$ cat config.mk
export PLATFORM = sky130hd
export DESIGN_NAME = fifo_wr_arbiter
export DESIGN_NICKNAME = d
export VERILOG_FILES = /design/src/rtl/fifo_arb_pkg.sv /design/src/rtl/fifo_wr_arbiter_rr_picker.sv /design/src/rtl/fifo_wr_arbiter.sv
export SDC_FILE = /design/constraint.sdc
export NUM_CORES = 1
export LEC_CHECK = 0
export BUFFER_PORTS_ARGS = -buffer_cell sky130_fd_sc_hd__buf_2
export CORE_AREA = 4 4 59 61
export DETAILED_ROUTE_END_ITERATION = 6
export DIE_AREA = 0 0 63 65
export GPL_ROUTABILITY_DRIVEN = 0
export MAX_ROUTING_LAYER = met4
export PLACE_DENSITY_LB_ADDON = 0.12
export SLEW_MARGIN = 20
export SYNTH_ARGS = -nofsm -noshare
export SYNTH_HDL_FRONTEND = slang
export SYNTH_SLANG_ARGS = --single-unit
$ cat constraint.sdc
create_clock -name clk -period 2.3 [get_ports clk]
set_input_delay 0.46 -clock clk [delete_from_list [all_inputs] [get_ports clk]]
set_output_delay 0.46 -clock clk [all_outputs]
set_load 0.02 [all_outputs]
$ cat src/rtl/fifo_arb_pkg.sv
// Shared types and width helpers for the FIFO write-port arbiter.
package fifo_arb_pkg;

   typedef enum logic {
      IDLE  = 1'b0,
      BURST = 1'b1
   } arb_state_t;

   // Index/counter width that never collapses to zero bits.
   function automatic int clog2w(input int n);
      return (n <= 2) ? 1 : $clog2(n);
   endfunction

endpackage

$ cat src/rtl/fifo_wr_arbiter_rr_picker.sv
// Round-robin picker: first requester at or after rr_ptr, wrapping modulo NUM_REQ.
module rr_picker
   import fifo_arb_pkg::*;
#(
   parameter int NUM_REQ = 4,
   localparam int IW     = clog2w(NUM_REQ)
) (
   input  logic [NUM_REQ-1:0] req,
   input  logic [IW-1:0]      rr_ptr,
   output logic               any_req,
   output logic [IW-1:0]      pick
);

   // Scan from the farthest offset down so the nearest requester wins last.
   always_comb begin
      logic [IW:0] idx;
      idx     = '0;
      pick    = '0;
      any_req = |req;
      for (int k = NUM_REQ - 1; k >= 0; k--) begin
         idx = {1'b0, rr_ptr} + (IW+1)'(k);
         if (idx >= (IW+1)'(NUM_REQ))
            idx = idx - (IW+1)'(NUM_REQ);
         if (req[idx[IW-1:0]])
            pick = idx[IW-1:0];
      end
   end

endmodule

$ cat src/rtl/fifo_wr_arbiter.sv
// Round-robin, burst-bounded arbiter sharing one FIFO write port.
module fifo_wr_arbiter
   import fifo_arb_pkg::*;
#(
   parameter int NUM_REQ    = 4,
   parameter int DATA_WIDTH = 8,
   parameter int MAX_BURST  = 4
) (
   input  logic                          clk,
   input  logic                          res,
   input  logic [NUM_REQ-1:0]            req,
   input  logic [NUM_REQ*DATA_WIDTH-1:0] req_data,
   output logic [NUM_REQ-1:0]            gnt,
   input  logic                          full,
   input  logic                          almost_full,
   output logic                          wr_en,
   output logic [DATA_WIDTH-1:0]         wdata,
   output logic                          busy
);

   localparam int IW = clog2w(NUM_REQ);
   localparam int CW = clog2w(MAX_BURST + 1);

   arb_state_t      state, state_nxt;
   logic [IW-1:0]   rr_ptr, rr_nxt;
   logic [IW-1:0]   owner, owner_nxt;
   logic [CW-1:0]   burst_cnt, cnt_nxt;
   logic [CW-1:0]   cnt_inc;
   logic [IW-1:0]   pick, gidx, owner_wrap, pick_wrap;
   logic            any_req, can_write, accept;
   logic [DATA_WIDTH-1:0] sel_data;

   rr_picker #(.NUM_REQ(NUM_REQ)) u_pick (
      .req     (req),
      .rr_ptr  (rr_ptr),
      .any_req (any_req),
      .pick    (pick)
   );

   // One free slot left is only safe if nothing is already in flight.
   assign can_write  = !full && !(almost_full && wr_en);
   assign cnt_inc    = burst_cnt + 1'b1;
   assign owner_wrap = (owner == IW'(NUM_REQ - 1)) ? '0 : owner + 1'b1;
   assign pick_wrap  = (pick  == IW'(NUM_REQ - 1)) ? '0 : pick  + 1'b1;
   assign busy       = (state == BURST);

   // Next-state, grant and bookkeeping for the IDLE/BURST machine.
   always_comb begin
      state_nxt = state;
      rr_nxt    = rr_ptr;
      owner_nxt = owner;
      cnt_nxt   = burst_cnt;
      gnt       = '0;
      gidx      = owner;
      accept    = 1'b0;
      if (!res) begin
         case (state)
            IDLE: begin
               if (any_req && can_write) begin
                  gidx      = pick;
                  gnt[pick] = 1'b1;
                  accept    = 1'b1;
                  owner_nxt = pick;
                  cnt_nxt   = CW'(1);
                  if (MAX_BURST == 1)
                     rr_nxt = pick_wrap;
                  else
                     state_nxt = BURST;
               end
            end
            BURST: begin
               if (!req[owner]) begin
                  state_nxt = IDLE;
                  rr_nxt    = owner_wrap;
               end else if (can_write) begin
                  gnt[owner] = 1'b1;
                  accept     = 1'b1;
                  cnt_nxt    = cnt_inc;
                  if (cnt_inc == CW'(MAX_BURST)) begin
                     state_nxt = IDLE;
                     rr_nxt    = owner_wrap;
                  end
               end
            end
            default: state_nxt = IDLE;
         endcase
      end
   end

   assign sel_data = req_data[gidx*DATA_WIDTH +: DATA_WIDTH];

   // State and arbitration registers.
   always_ff @(posedge clk or posedge res) begin
      if (res) begin
         state     <= IDLE;
         rr_ptr    <= '0;
         owner     <= '0;
         burst_cnt <= '0;
      end else begin
         state     <= state_nxt;
         rr_ptr    <= rr_nxt;
         owner     <= owner_nxt;
         burst_cnt <= cnt_nxt;
      end
   end

   // Registered FIFO write side; wdata holds when nothing is accepted.
   always_ff @(posedge clk or posedge res) begin
      if (res) begin
         wr_en <= 1'b0;
         wdata <= '0;
      end else begin
         wr_en <= accept;
         if (accept)
            wdata <= sel_data;
      end
   end

endmodule

==> out/metrics.yaml <==
violations: "setup timing"
worst-path-stages: 6
r2r_start: "busy$_DFFE_PP0N_"
cp.required_ns: 1.84
syn_to_final_growth_pct: 49.4
drc: 0
status: "finished with violations"
cts_max_level: 1
cts_buffers: 3
final_antenna_net_count: 0
synth_edf_count: 0
path_cells: "or2_4 > or3_4 > buf_6 > o21bai_4 > o21ai_1 > buf_4"
worstHoldPathType: "in -> async"
clock.fmax_mhz: 426
n_antenna_cell: 0
maxCapViolCount: 0
grt_pass1_wl_um: 4910
worstPathArrival_ns: 1.89
worstSetupPathType: "reg -> out"
syn_nets: 146
reg2reg_to: "wdata[0]$_DFFE_PP0P_"
slew_viol_final: 0
crit_path_end_kind: "output port"
cts_tree: "done"
avgSynthCellArea_sq_um: 11.9
clk_pin_slew_ns: 0.12
hold_viol: 0
skew_ns: 0.0184
worstRegToRegCells: 7
syn_area_sq_um: 1190
rows: 20
worst_pin_slew_ns: 0.686
fillers: 264
nets: 224
vias: 1082
start_util_pct: 39.8
die_w_um: 63
timing.final.crit_share_pct: 102
grt_usage_pct: 15.6
io_buffers: 53
synth_top_cell_by_area: "dfrtp_1"
yosys.area.top_type_share_pct: 35.9
slew_headroom_pct: 54.2
ys_types: 32
p_leak_nw: 0.878
wl_um: 3030
cp_top_family: "simple AND/OR/NAND/NOR gates"
overflow: 0
yosys_warnings: 0
grt_pass1_vias: 1101
finalCriticalPeriod_ns: 2.35
cp-start-kind: "flop"
ctsLongestPathBuffers: 2
power-per-cell-area_nw_per_um2: 1090
cpPeakStageDelay_ns: 0.42
grt_start_max_net_pins: 18
die_h_um: 65
wl_per_cell_um: 14.4
synth-seq-area-share_pct: 35.9
hold_buffers: 0
ys_seq_elements: 17
r2r_slack_ns: 0.03
cts.sinks: 17
synth-main-ff-cell: "dfrtp_1"
netlist_top_cells_area: "dfrtp_1 (36%), mux4_2 (17%), mux2_4 (10%)"
via_per_inst: 5.15
syn_inst: 100
drtIter0Drc: 31
cp_num_buf_inv: 2
place_hpwl_um: 2360
clk_latency_ns: 0.30
drive_gt1_share_pct: 63.3
final_util_pct: 59.5
cts_root_buf: "clkbuf_4"
drtPass1Iterations: 5
synthArstFlopShare_pct: 100
setup_ws_ns: -0.0490
die-area_sq_um: 4100
setup_viol: 4
peakVddDrop_mv: 0.723
slowest_stage: "dfrtp_2"
io_pins: 54
cp_max_fo: 3
detailedPlace.worstSlack_ns: -0.195
core_sq_um: 2980
rsz0062_at_grt: "true"
antenna_found_initial: 0
## repair_timing
item / in CTS / in global routing
setup endpoints to repair: 10 / 12
gates resized for setup: 12 / 5
hold endpoints to repair: 0 / 0
pin swaps: 5 / 1
setup buffers: 2 / 0
## cell type report
type                    count  area [sq um]  area share (%)
clock buffers               3          22.5            1.27
clock inverters             1          5.00           0.282
inverters                   8          30.0            1.69
multi-input cells          72           769            43.4
flip-flops and latches     17           428            24.2
well taps                  33          41.3            2.33
repair buffers             76           475            26.8
## flip-flops by register name, summed over array words and instances, names as in the netlist
register,cells
wdata,8
burst_cnt,3
owner,2
rr_ptr,2
busy,1
wr_en,1
## metrics by stage
stage | hold slack [ns] | cell area (sq um) | instances | setup TNS, ns | power [mW]
global placement | 0.496 | 1650 | 204 | -1.53 | 1.65
detailed placement | 0.492 | 1650 | 204 | -1.78 | 1.68
CTS | 0.408 | 1750 | 210 | -0.124 | 1.91
finish | 0.388 | 1770 | 210 | -0.110 | 1.92
floorplan | 0.386 | 1200 | 100 | -0.670 | 1.32
global route | 0.446 | 1770 | 210 | -0.644 | 2.08
## synthesized netlist by cell type (2+ instances only)
cell type  number
a21oi_1         3
mux2_2          2
nor2_1          3
nor2b_1         4
o31ai_1         3
dfrtp_1        17
o21ai_0         5
inv_1           8
a22o_1          3
or2_2           2
nand2_1         9
mux2_4          8
ha_1            6
mux4_2          9
## worst min-delay path, delay by kind of cell
family	cells	cell delay, ns
buffers and inverters	3	0.74
## layout by cell type (no fill, tap or decap), types with 2 or more instances in the layout
cell      Yosys  final
buf_2         1     49
buf_4         0     22
dfrtp_1      17     15
mux4_2        9      9
nand2_1       9      8
inv_1         8      8
mux2_4        8      8
ha_1          6      6
nor2b_1       4      4
buf_6         1      4
nor2_1        3      3
o21ai_0       5      3
a21oi_1       3      3
a22o_1        3      3
clkbuf_4      0      3
mux2_2        2      2
or2_2         2      2
o31ai_4       0      2
o31ai_1       3      2
o21ai_1       0      2
dfrtp_2       0      2
## power by group
group | internal, mW | leakage, nW | total [mW] | switching, mW
combinational | 0.666 | 0.656 | 1.20 | 0.539
sequential | 0.442 | 0.204 | 0.554 | 0.112
clock | 0.0647 | 0.0177 | 0.166 | 0.101
## how the worst max path moves through the flow
stage | startpoint | to
3_5_place_dp | res | wdata[5]$_DFFE_PP0P_
6_report | busy$_DFFE_PP0N_ | gnt[2]
3_3_place_gp | res | wdata[7]$_DFFE_PP0P_
2_1_floorplan | res | wdata[6]$_DFFE_PP0P_
5_1_grt | busy$_DFFE_PP0N_ | gnt[2]
4_1_cts | busy$_DFFE_PP0N_ | gnt[2]
## cell families after synthesis
logic type | count (synthesis) | share of synthesized area, %
multiplexers | 20 | 30.0
adder cells (fa/ha/maj) | 6 | 6.33
flip-flops | 17 | 35.9
XOR/XNOR | 1 | 0.739
AO/OA/AOI/OAI | 21 | 12.4
AND/OR/NAND/NOR | 24 | 10.4
buffers and inverters | 11 | 4.22
## metal layers
metal  vias up  global-route usage (%)  share of wire (%)
li1        521                       -                  -
met1       520                    17.7                 41
met4         0                    2.48               0.49
met5         -                       -                  0
met2        37                    28.2                 53
met3         4                    3.81                5.7
Note: power is estimated with default switching activity, not from simulation.
